### src/rtl/hs_stream_pkt_pkg.sv
// Shared types for the packet-length-limit stream stage.
package hs_stream_pkt_pkg;

    // Pass words through, or drop the tail of an over-length packet
    typedef enum logic {
        S_PASS    = 1'b0,
        S_DISCARD = 1'b1
    } pkt_lim_state_e;

endpackage

### src/rtl/hs_stream_fwd_reg.sv
// Single-stage valid/ready forward register carrying a data word plus sideband.
// Full throughput: a new word may load in the same cycle the held word drains.
module hs_stream_fwd_reg
    import hs_stream_pkt_pkg::*;
#(
    parameter type DATA_T = logic,
    parameter type SIDE_T = logic
) (
    input  logic  clk,
    input  logic  rst,
    input  logic  load,
    output logic  can_load,
    input  DATA_T load_data,
    input  SIDE_T load_side,
    output logic  valid,
    input  logic  ready,
    output DATA_T data,
    output SIDE_T side
);

    // Register is free when empty or when its word leaves this cycle
    assign can_load = !valid || ready;

    // Output register; contents hold while valid && !ready
    always_ff @(posedge clk) begin
        if (rst) begin
            valid <= 1'b0;
            data  <= '0;
            side  <= '0;
        end else if (load) begin
            valid <= 1'b1;
            data  <= load_data;
            side  <= load_side;
        end else if (ready) begin
            valid <= 1'b0;
        end
    end

endmodule

### src/rtl/hs_stream_pkt_len_limit.sv
// Packet length limiter on a valid/ready/last stream, fed by an async FIFO read port.
// Packets longer than MAX_PKT_LEN are cut at word MAX_PKT_LEN (forced last, flagged
// trunc) and the rest of the source packet is swallowed. Each output last beat
// carries the packet word count.
// Optional build macro HS_PKT_LEN_LIMIT_STATS_EN adds saturating packet/truncation
// counters; without it the stat ports read 0 and no counter flops exist.
module hs_stream_pkt_len_limit
    import hs_stream_pkt_pkg::*;
#(
    parameter type         DATA_TYPE   = logic,
    parameter int unsigned MAX_PKT_LEN = 256,
    parameter int unsigned STAT_WIDTH  = 16,
    localparam int unsigned LEN_WIDTH  = $clog2(MAX_PKT_LEN + 1)
) (
    input  logic                  dst_clk,
    input  logic                  dst_rst,
    input  logic                  s_valid,
    output logic                  s_ready,
    input  DATA_TYPE              s_data,
    input  logic                  s_last,
    output logic                  m_valid,
    input  logic                  m_ready,
    output DATA_TYPE              m_data,
    output logic                  m_last,
    output logic                  m_trunc,
    output logic [LEN_WIDTH-1:0]  m_len,
    output logic [STAT_WIDTH-1:0] stat_pkt_cnt,
    output logic [STAT_WIDTH-1:0] stat_trunc_cnt
);

    // Sideband travelling with each output word
    typedef struct packed {
        logic                 last;
        logic                 trunc;
        logic [LEN_WIDTH-1:0] len;
    } pkt_side_t;

    localparam logic [LEN_WIDTH-1:0] MAX_LEN = LEN_WIDTH'(MAX_PKT_LEN);

    pkt_lim_state_e       state;
    pkt_lim_state_e       state_nxt;
    logic [LEN_WIDTH-1:0] word_cnt;
    logic [LEN_WIDTH-1:0] word_cnt_nxt;
    logic [LEN_WIDTH-1:0] word_cnt_inc;
    logic                 can_load;
    logic                 load;
    pkt_side_t            load_side;
    pkt_side_t            side;

    // word_cnt stays below MAX_PKT_LEN, so the increment never wraps
    assign word_cnt_inc = word_cnt + LEN_WIDTH'(1);

    // State and word counter registers
    always_ff @(posedge dst_clk) begin
        if (dst_rst) begin
            state    <= S_PASS;
            word_cnt <= '0;
        end else begin
            state    <= state_nxt;
            word_cnt <= word_cnt_nxt;
        end
    end

    // Next state, word count, load strobe and sideband for the loaded word
    always_comb begin
        state_nxt    = state;
        word_cnt_nxt = word_cnt;
        load         = 1'b0;
        load_side    = '0;
        s_ready      = can_load;
        case (state)
            S_PASS: begin
                if (s_valid && can_load) begin
                    load = 1'b1;
                    if (s_last) begin
                        load_side.last = 1'b1;
                        load_side.len  = word_cnt_inc;
                        word_cnt_nxt   = '0;
                    end else if (word_cnt_inc == MAX_LEN) begin
                        load_side.last  = 1'b1;
                        load_side.trunc = 1'b1;
                        load_side.len   = MAX_LEN;
                        word_cnt_nxt    = '0;
                        state_nxt       = S_DISCARD;
                    end else begin
                        word_cnt_nxt = word_cnt_inc;
                    end
                end
            end
            S_DISCARD: begin
                // Tail words are always taken and dropped
                s_ready = 1'b1;
                if (s_valid && s_last) begin
                    state_nxt = S_PASS;
                end
            end
            default: begin
                state_nxt = S_PASS;
            end
        endcase
    end

    hs_stream_fwd_reg #(
        .DATA_T (DATA_TYPE),
        .SIDE_T (pkt_side_t)
    ) u_fwd_reg (
        .clk       (dst_clk),
        .rst       (dst_rst),
        .load      (load),
        .can_load  (can_load),
        .load_data (s_data),
        .load_side (load_side),
        .valid     (m_valid),
        .ready     (m_ready),
        .data      (m_data),
        .side      (side)
    );

    assign m_last  = side.last;
    assign m_trunc = side.trunc;
    assign m_len   = side.len;

`ifdef HS_PKT_LEN_LIMIT_STATS_EN
    logic [STAT_WIDTH-1:0] pkt_cnt;
    logic [STAT_WIDTH-1:0] trunc_cnt;
    logic                  pkt_done;

    assign pkt_done = m_valid && m_ready && side.last;

    // Saturating counters of completed and truncated output packets
    always_ff @(posedge dst_clk) begin
        if (dst_rst) begin
            pkt_cnt   <= '0;
            trunc_cnt <= '0;
        end else begin
            if (pkt_done && (pkt_cnt != '1)) begin
                pkt_cnt <= pkt_cnt + STAT_WIDTH'(1);
            end
            if (pkt_done && side.trunc && (trunc_cnt != '1)) begin
                trunc_cnt <= trunc_cnt + STAT_WIDTH'(1);
            end
        end
    end

    assign stat_pkt_cnt   = pkt_cnt;
    assign stat_trunc_cnt = trunc_cnt;
`else
    assign stat_pkt_cnt   = '0;
    assign stat_trunc_cnt = '0;
`endif

endmodule

### config.mk
export PLATFORM = sky130hd
export DESIGN_NAME = hs_stream_pkt_len_limit
export DESIGN_NICKNAME = d
export VERILOG_FILES = /design/src/rtl/hs_stream_pkt_pkg.sv /design/src/rtl/hs_stream_fwd_reg.sv /design/src/rtl/hs_stream_pkt_len_limit.sv
export SDC_FILE = /design/constraint.sdc
export NUM_CORES = 1
export LEC_CHECK = 0
export ABC_CLOCK_PERIOD_IN_PS = 2200
export BUFFER_PORTS_ARGS = -buffer_cell sky130_fd_sc_hd__buf_4
export CAP_MARGIN = 20
export CORE_UTILIZATION = 49
export CTS_BUF_LIST = sky130_fd_sc_hd__clkbuf_8
export CTS_CLUSTER_SIZE = 10
export DETAILED_ROUTE_END_ITERATION = 8
export GPL_TIMING_DRIVEN = 0
export PLACE_DENSITY = 0.81
export SYNTH_ARGS = -nofsm -noshare
export SYNTH_HDL_FRONTEND = slang
export SYNTH_SLANG_ARGS = --single-unit
export TNS_END_PERCENT = 5
### constraint.sdc
create_clock -name dst_clk -period 2.2 [get_ports dst_clk]
set_input_delay 0.11 -clock dst_clk [delete_from_list [all_inputs] [get_ports dst_clk]]
set_output_delay 0.11 -clock dst_clk [all_outputs]
set_load 0.01 [all_outputs]
# After elaboration in Yosys (flattened, before gate mapping)
# Index checks and enable logic that the tools add are counted.
dict set report totals {
  reg_bits 23
  output_inout_bits 46
}
dict set report classes {
  addsub 1
  n_eq_ne 1
  muxes 18
  n_bitwise 1
  reduce_logical 6
}
# operator count
set op_table {}
lappend op_table {{$mux 11} 3}
lappend op_table {{$mux 9} 3}
lappend op_table {{$mux 1} 11}
lappend op_table {{$add 9x1->9 const B} 1}
lappend op_table {{$eq 9x9->1 const B} 1}
lappend op_table {{$logic_and 1x1->1} 2}
lappend op_table {{$pmux 1 s2} 1}
lappend op_table {{$reduce_and 2->1} 1}
lappend op_table {{$reduce_bool 2->1} 1}
lappend op_table {{$logic_not 1->1} 1}
lappend op_table {{$logic_or 1x1->1} 1}
lappend op_table {{$not 1->1} 1}

# Logic depth before layout (Yosys ltp)
# Gate-level depths: netlist of run 1.
dict set report logic_depth {
  ltp_word 6
  mapped_depth 7
}

# By module
# From an unflattened synthesis of run 1, not the netlist that was laid out.
dict set report unflattened {
  hier_cells 165
  hier_area_um2 1413.9
}
# mod instances cells_each area_each_um2 seq_area_each_um2
set modules_own_cells {}
lappend modules_own_cells {hs_stream_pkt_len_limit 1 122 937.1 200.2}
lappend modules_own_cells {hs_stream_fwd_reg 1 43 476.7 260.2}

# Worst setup path after synthesis of run 1
# Ideal clock, no wire load.
dict set report synth_path {
  path_kind {register to register}
  from {reg word_cnt[0]}
  to {reg u_fwd_reg.side[8] (netlist name)}
  arrival_time_ns 1.598
  slack_ns 0.485
  path_stages_with_launch 7
  n_path_buf 0
  synth_period_minus_slack_ns 1.715
  cell_sequence {dfxtp_1 > ha_1 > nand2_1 > or3_1 > and2_1 > a41o_1 > a32o_1}
}
dict set report synth_via {
  elab_chain_len 6
}
# item line_no
set synth_lines {}
lappend synth_lines {{start, declared} hs_stream_pkt_len_limit.sv:42} ;# logic [LEN_WIDTH-1:0] word_cnt;
lappend synth_lines {{start signal, assigned} hs_stream_pkt_len_limit.sv:60} ;# word_cnt <= word_cnt_nxt;
lappend synth_lines {{$add 9x1->9 (*)} hs_stream_pkt_len_limit.sv:51} ;# assign word_cnt_inc = word_cnt + LEN_WIDTH'(1);
lappend synth_lines {{$eq 9x9->1} hs_stream_pkt_len_limit.sv:79} ;# end else if (word_cnt_inc == MAX_LEN) begin
lappend synth_lines {{$mux 11} hs_stream_pkt_len_limit.sv:79}
lappend synth_lines {{$mux 9 (*)} hs_stream_pkt_len_limit.sv:75} ;# if (s_last) begin
lappend synth_lines {{$mux 11 (*)} hs_stream_pkt_len_limit.sv:73} ;# if (s_valid && can_load) begin
lappend synth_lines {{$mux 11 (*)} hs_stream_pkt_len_limit.sv:71} ;# case (state)
# Every way passes the cells marked *; elsewhere a longest branch is shown, timed or not.
# A chain may end at the register's enable or synchronous reset.

# Worst setup path after layout of run 1
dict set report layout_path {
  from {reg word_cnt[0]}
  to {reg word_cnt[1]}
}
dict set report layout_via {
  elab_chain_len 4
}
# item line_no
set layout_lines {}
lappend layout_lines {{$add 9x1->9 (*)} hs_stream_pkt_len_limit.sv:51}
lappend layout_lines {{$eq 9x9->1} hs_stream_pkt_len_limit.sv:79}
lappend layout_lines {{$mux 9 (*)} hs_stream_pkt_len_limit.sv:79}
lappend layout_lines {{$mux 9 (*)} hs_stream_pkt_len_limit.sv:75}
# Marked as above.

==> results.toml, run 1 <==
[worst_setup_path]
cp_data_required_time_ps = 2360
crit_buf_inv = 0
reg2reg_depth = 6
path_depth = 6
cpLargestDelayFamily = "flip-flops"
max_stage_delay_ps = 470
cp_max_fo = 8
crit_slowest_cell = "dfxtp_1"
startpoint_type = "register"
endpoint_kind = "register"
crit_chain = "ha_1, nand3_1, nor2_1, xor2_1, nand4_1, a32o_1"
crit_type = "reg -> reg"
arrival_ps = 2120

[drt]
drc = 0
drt_iter0_markers = 19
highest_layer = "met4"
avgViaCountPerCell = 4.69
ant_nets = 0
wl_per_cell_um = 10.3
finalWirelength_um = 2430
vias = 1107
wl_met2_um = 1240
routed-wl-met3_um = 157
met1_length_um = 990
firstDrtPassIters = 4

[cts]
clockBufferDepth = 2
postCtsHoldBufs = 0
cts_tree = "done"
clock_latency_ps = 260
cts_setup_buffers = 0
clk_pin_slew_ps = 80
cts_sinks = 23
h-tree-depth = 1
numCtsBuffers = 3
root_buffer = "clkbuf_8"
cts_resized = 0

[sta]
hold_viol = 0
skew_ps = 2.80
slew-limit-headroom = 0.545
grt_setup_unrepaired = "false"
fin_setup_tns_ps = 0
max_freq_mhz = 511
period_share = 0.890
setup_violations = 0
hold_slack_ps = 97.0
worstMarginPinSlew_ps = 680
slew_viol_final = 0
layout_min_cycle_time_ps = 1960

[grt]
overflow = 0
grt_max_degree = 13
antenna_found_initial = 0
grt_pass1_wl_um = 3950
grt_use_total = 0.194
grt_pass1_vias = 948

[power]
ir_worst_vdd_mv = 0.446
leakagePower_uw = 0.000776
pwr-share-comb = 0.163
power_frac_clock = 0.310
switching_share = 0.248
power_frac_seq = 0.527
p_per_area_nw_per_um2 = 507
internal_power_uw = 613
power_switching_uw = 202

[flow_run]
cap_violations = 0

[synth]
synth_area_sq_um = 1280
ys_ff_latch = 23
synth_cells = 154
synth.avg_cell_area_sq_um = 8.30
ys_types = 33
synth_edf_count = 0
yosysSeqAreaShare = 0.360
synth_ff_type = "dfxtp_1"
async_flop_share = 0
synth_warnings = 0

[floorplanning]
ios = 52
start_util = 0.516
die_x_um = 53.1
die_h_um = 53.1
coreArea_sq_um = 2480
rows = 18
dieArea_sq_um = 2820

[run_status]
status = "finished, final reports clean"

[worst_hold_path]
worstHoldPathType = "in -> reg"
whs_path_depth = 3

[finish]
final_nets = 214
diodes = 0
final_common_cell = "buf_4"
final_cell_mix = "buf_4, conb_1, dfxtp_1, nor2_1, nand2_1"
drive_above_1_share = 0.282
fill_cells = 227
area_delta_synth_final_pct = 25.5
fin_util = 0.648

[placement]
detailed_place_hpwl_um = 1920
portBuffers = 17
gp_congestion = 0.845
## metal layers
layer  GRT usage  vias up
met5           0        -
met4      0.0789        0
met3      0.0345        7
met2       0.340       45
met1       0.230      491
li1            -      564
## area by class of cell
| type | count | area (sq um) | area share |
|---|---|---|---|
| Tap cell | 30 | 37.5 | 0.0234 |
| Clock inverter | 1 | 3.75 | 0.00234 |
| Buffer | 39 | 277 | 0.172 |
| Multi-Input combinational cell | 123 | 658 | 0.410 |
| Sequential cell | 23 | 460 | 0.287 |
| Clock buffer | 3 | 41.3 | 0.0257 |
| Timing Repair Buffer | 17 | 128 | 0.0795 |
## cell usage after synthesis (all sizes together) (2+ instances only)
cell type	number	area (sq um)
a21oi	7	35.0
a2bb2oi	5	43.8
a32o	3	30.0
buf	35	262
clkbuf	4	15.0
dfxtp	23	460
nand2	15	56.3
nand2b	5	46.3
nand3	8	40.0
nand4	3	18.8
nor2	15	56.3
nor2b	2	12.5
o21ai	7	35.0
or3	3	18.8
xnor2	2	17.5
xor2	3	26.3
## tightest hold or removal path, stage by stage
cell and delay (ps):
buf_4 110, nand2_1 40, a21oi_1 50
## sequential cells by signal, indices dropped and copies added (netlist names)
register / count
u_fwd_reg.data: 1
word_cnt: 9
u_fwd_reg.side: 11
state: 1
u_fwd_reg.valid: 1
## power by group through the flow
stage               sequential [uW]  clock, uW  combinational [uW]
finish                          429        252                 133
global route                    430        277                 148
CTS                             429        254                 131
detailed placement              439          0                 130
global placement                438          0                 129
floorplan                       440          0                 105
## metrics by stage
stage               area (sq um)  cells  total power, uW  setup WS (ps)
floorplan                   1400    185              545            485
global placement            1560    232              567            306
detailed placement          1560    232              569            279
CTS                         1610    236              814            253
global route                1610    236              854           85.6
finish                      1610    236              814            242
## kinds of logic (layout without fill, tap and decap cells)
logic type                 after synthesis  after routing  synth area share
other                                    1             32           0.00293
AOI/OAI and AO/OA                       28             28             0.152
xor gates and xnor gates                 5              5            0.0343
DFF                                     23             23             0.360
adders and majority gates                1              1           0.00978
and+or+nand+nor                         57             57             0.225
buffers and inverters                   39             60             0.216
## path summary, 6_finish.rpt
check	from	endpoint	slack, ps
setup / recovery	word_cnt[0]	word_cnt[1]	240
hold / removal	s_data	u_fwd_reg.data	100
setup reg to reg	word_cnt[0]	word_cnt[1]	240
hold reg to reg	u_fwd_reg.data	u_fwd_reg.data	470
No activity file was read; power rests on OpenSTA's default activity.
==> run 2, diff against run 1 <==
--- a/config.mk
+++ b/config.mk
@@ -8,7 +8,9 @@
 export ABC_CLOCK_PERIOD_IN_PS = 2200
 export BUFFER_PORTS_ARGS = -buffer_cell sky130_fd_sc_hd__buf_4
 export CAP_MARGIN = 20
-export CORE_UTILIZATION = 49
+export CELL_PAD_IN_SITES_DETAIL_PLACEMENT = 0
+export CELL_PAD_IN_SITES_GLOBAL_PLACEMENT = 1
+export CORE_UTILIZATION = 35
 export CTS_BUF_LIST = sky130_fd_sc_hd__clkbuf_8
 export CTS_CLUSTER_SIZE = 10
 export DETAILED_ROUTE_END_ITERATION = 8
==> run 2 against run 1 <==
Effect of this change:
- sequential cell count unchanged
- design area increased by 1.3%
- register-to-register slack about the same
- maximum frequency increased by 0.34%
- via count decreased by 3.1%
- highest routed layer unchanged
- worst hold slack got worse by 17 ps
- sequential power about the same
- utilization decreased by 17 points
==> results.toml, run 2 (synthesized netlist as in run 1, its figures left out) <==
[cts]
root_buffer = "clkbuf_8"
numCtsBuffers = 3
clock_latency_ps = 270
clockBufferDepth = 2
clk_pin_slew_ps = 90
h-tree-depth = 1
cts_tree = "done"
cts_resized = 0
cts_sinks = 23
cts_setup_buffers = 0
postCtsHoldBufs = 0

[worst_setup_path]
cp_data_required_time_ps = 2370
crit_type = "reg -> reg"
arrival_ps = 2120
startpoint_type = "register"
cp_max_fo = 8
crit_chain = "ha_1, nand2_1, or3_1, and2_1, a41o_1, a32o_1"
crit_slowest_cell = "dfxtp_1"
endpoint_kind = "register"
max_stage_delay_ps = 480

[placement]
portBuffers = 17
detailed_place_hpwl_um = 1990
gp_congestion = 0.776
placedInstanceArea_sq_um = 1580
dp_slack_ps = 275

[power]
switching_share = 0.258
p_per_area_nw_per_um2 = 509
power_switching_uw = 214
power_frac_seq = 0.518
ir_worst_vdd_mv = 0.316
power_frac_clock = 0.322
internal_power_uw = 615
leakagePower_uw = 0.000775
pwr-share-comb = 0.161

[grt]
antenna_found_initial = 0
grt_pass1_wl_um = 4170
overflow = 0
grt_pass1_vias = 955
grt_max_degree = 14
grt_use_total = 0.133

[sta]
max_freq_mhz = 512
grt_setup_unrepaired = "false"
worstMarginPinSlew_ps = 699
period_share = 0.887
fin_setup_tns_ps = 0
setup_violations = 0
layout_min_cycle_time_ps = 1950
slew-limit-headroom = 0.532
hold_slack_ps = 80.3
layout_setup_ws_ps = 248
hold_viol = 0
slew_viol_final = 0
skew_ps = 8.73

[worst_hold_path]
worstHoldPathType = "in -> reg"

[finish]
drive_above_1_share = 0.286
diodes = 0
fin_util = 0.476
area_delta_synth_final_pct = 27.2
fill_cells = 358
final_nets = 214
stdcell_area_sq_um = 1630
final_cell_mix = "buf_4, conb_1, dfxtp_1, nor2_1, nand2_1"
final_common_cell = "buf_4"
largest_register = "u_fwd_reg.side"
largest_reg_flops = 11
top_regs = "u_fwd_reg.side (11), word_cnt (9)"

[drt]
wl_per_cell_um = 10.1
avgViaCountPerCell = 4.26
ant_nets = 0
drt_iter0_markers = 47
vias = 1073
firstDrtPassIters = 4
finalWirelength_um = 2560
drc = 0

[floorplanning]
coreArea_sq_um = 3420
die_x_um = 62.4
ios = 52
start_util = 0.374
dieArea_sq_um = 3900
die_h_um = 62.4
rows = 21

[flow_run]
cap_violations = 0

[run_status]
status = "finished, final reports clean"
-- run 2: cell count changes in the layout (fill, tap and decap cells not counted) --
cell / before / now
clkinv_2: 0 / 1
inv_1: 1 / 0
-- run 2: layout make-up --
| type | instances | area, sq um | area share |
|---|---|---|---|
| Multi-Input combinational cell | 123 | 658 | 0.405 |
| Sequential cell | 23 | 460 | 0.283 |
| Buffer | 39 | 277 | 0.170 |
| Timing Repair Buffer | 17 | 128 | 0.0785 |
| Tap cell | 46 | 57.6 | 0.0354 |
| Clock buffer | 3 | 41.3 | 0.0254 |
| Clock inverter | 1 | 5.00 | 0.00308 |
-- run 2: critical path: cells and delay by family (launching register included) --
family	cells	cell delay (ps)
AO/OA/AOI/OAI	2	420
adder cells (fa/ha/maj)	1	320
flip-flops	1	480
AND/OR/NAND/NOR	3	640
-- run 2: through the flow --
stage | std cells | power (uW)
finish | 252 | 828
detailed placement | 248 | 569
global route | 252 | 862
floorplan | 185 | 545
global placement | 248 | 569
CTS | 252 | 835
-- run 2: final timing paths --
kind	start	to	slack [ps]	cells past startpoint
setup reg to reg	word_cnt[0]	u_fwd_reg.side[8]	250	6
hold reg to reg	u_fwd_reg.side[1]	u_fwd_reg.side[1]	460	2
setup / recovery	word_cnt[0]	u_fwd_reg.side[8]	250	6
hold / removal	s_data	u_fwd_reg.data	80	3
-- run 2: layer usage --
| metal | part of all wire | global-route usage | routed length [um] | up-vias |
|---|---|---|---|---|
| li1 | - | - | - | 566 |
| met1 | 0.46 | 0.162 | 1180 | 472 |
| met2 | 0.47 | 0.230 | 1200 | 33 |
| met3 | 0.060 | 0.0347 | 153 | 2 |
| met4 | 0.0090 | 0.0349 | 23 | 0 |
| met5 | 0 | 0 | 0 | - |
-- run 2: power by group through the flow --
stage	combinational, uW	sequential, uW	clock, uW
4_1_cts	131	429	275
3_3_place_gp	131	438	0
3_5_place_dp	131	438	0
6_report	133	429	267
5_1_grt	146	430	286
2_1_floorplan	105	440	0
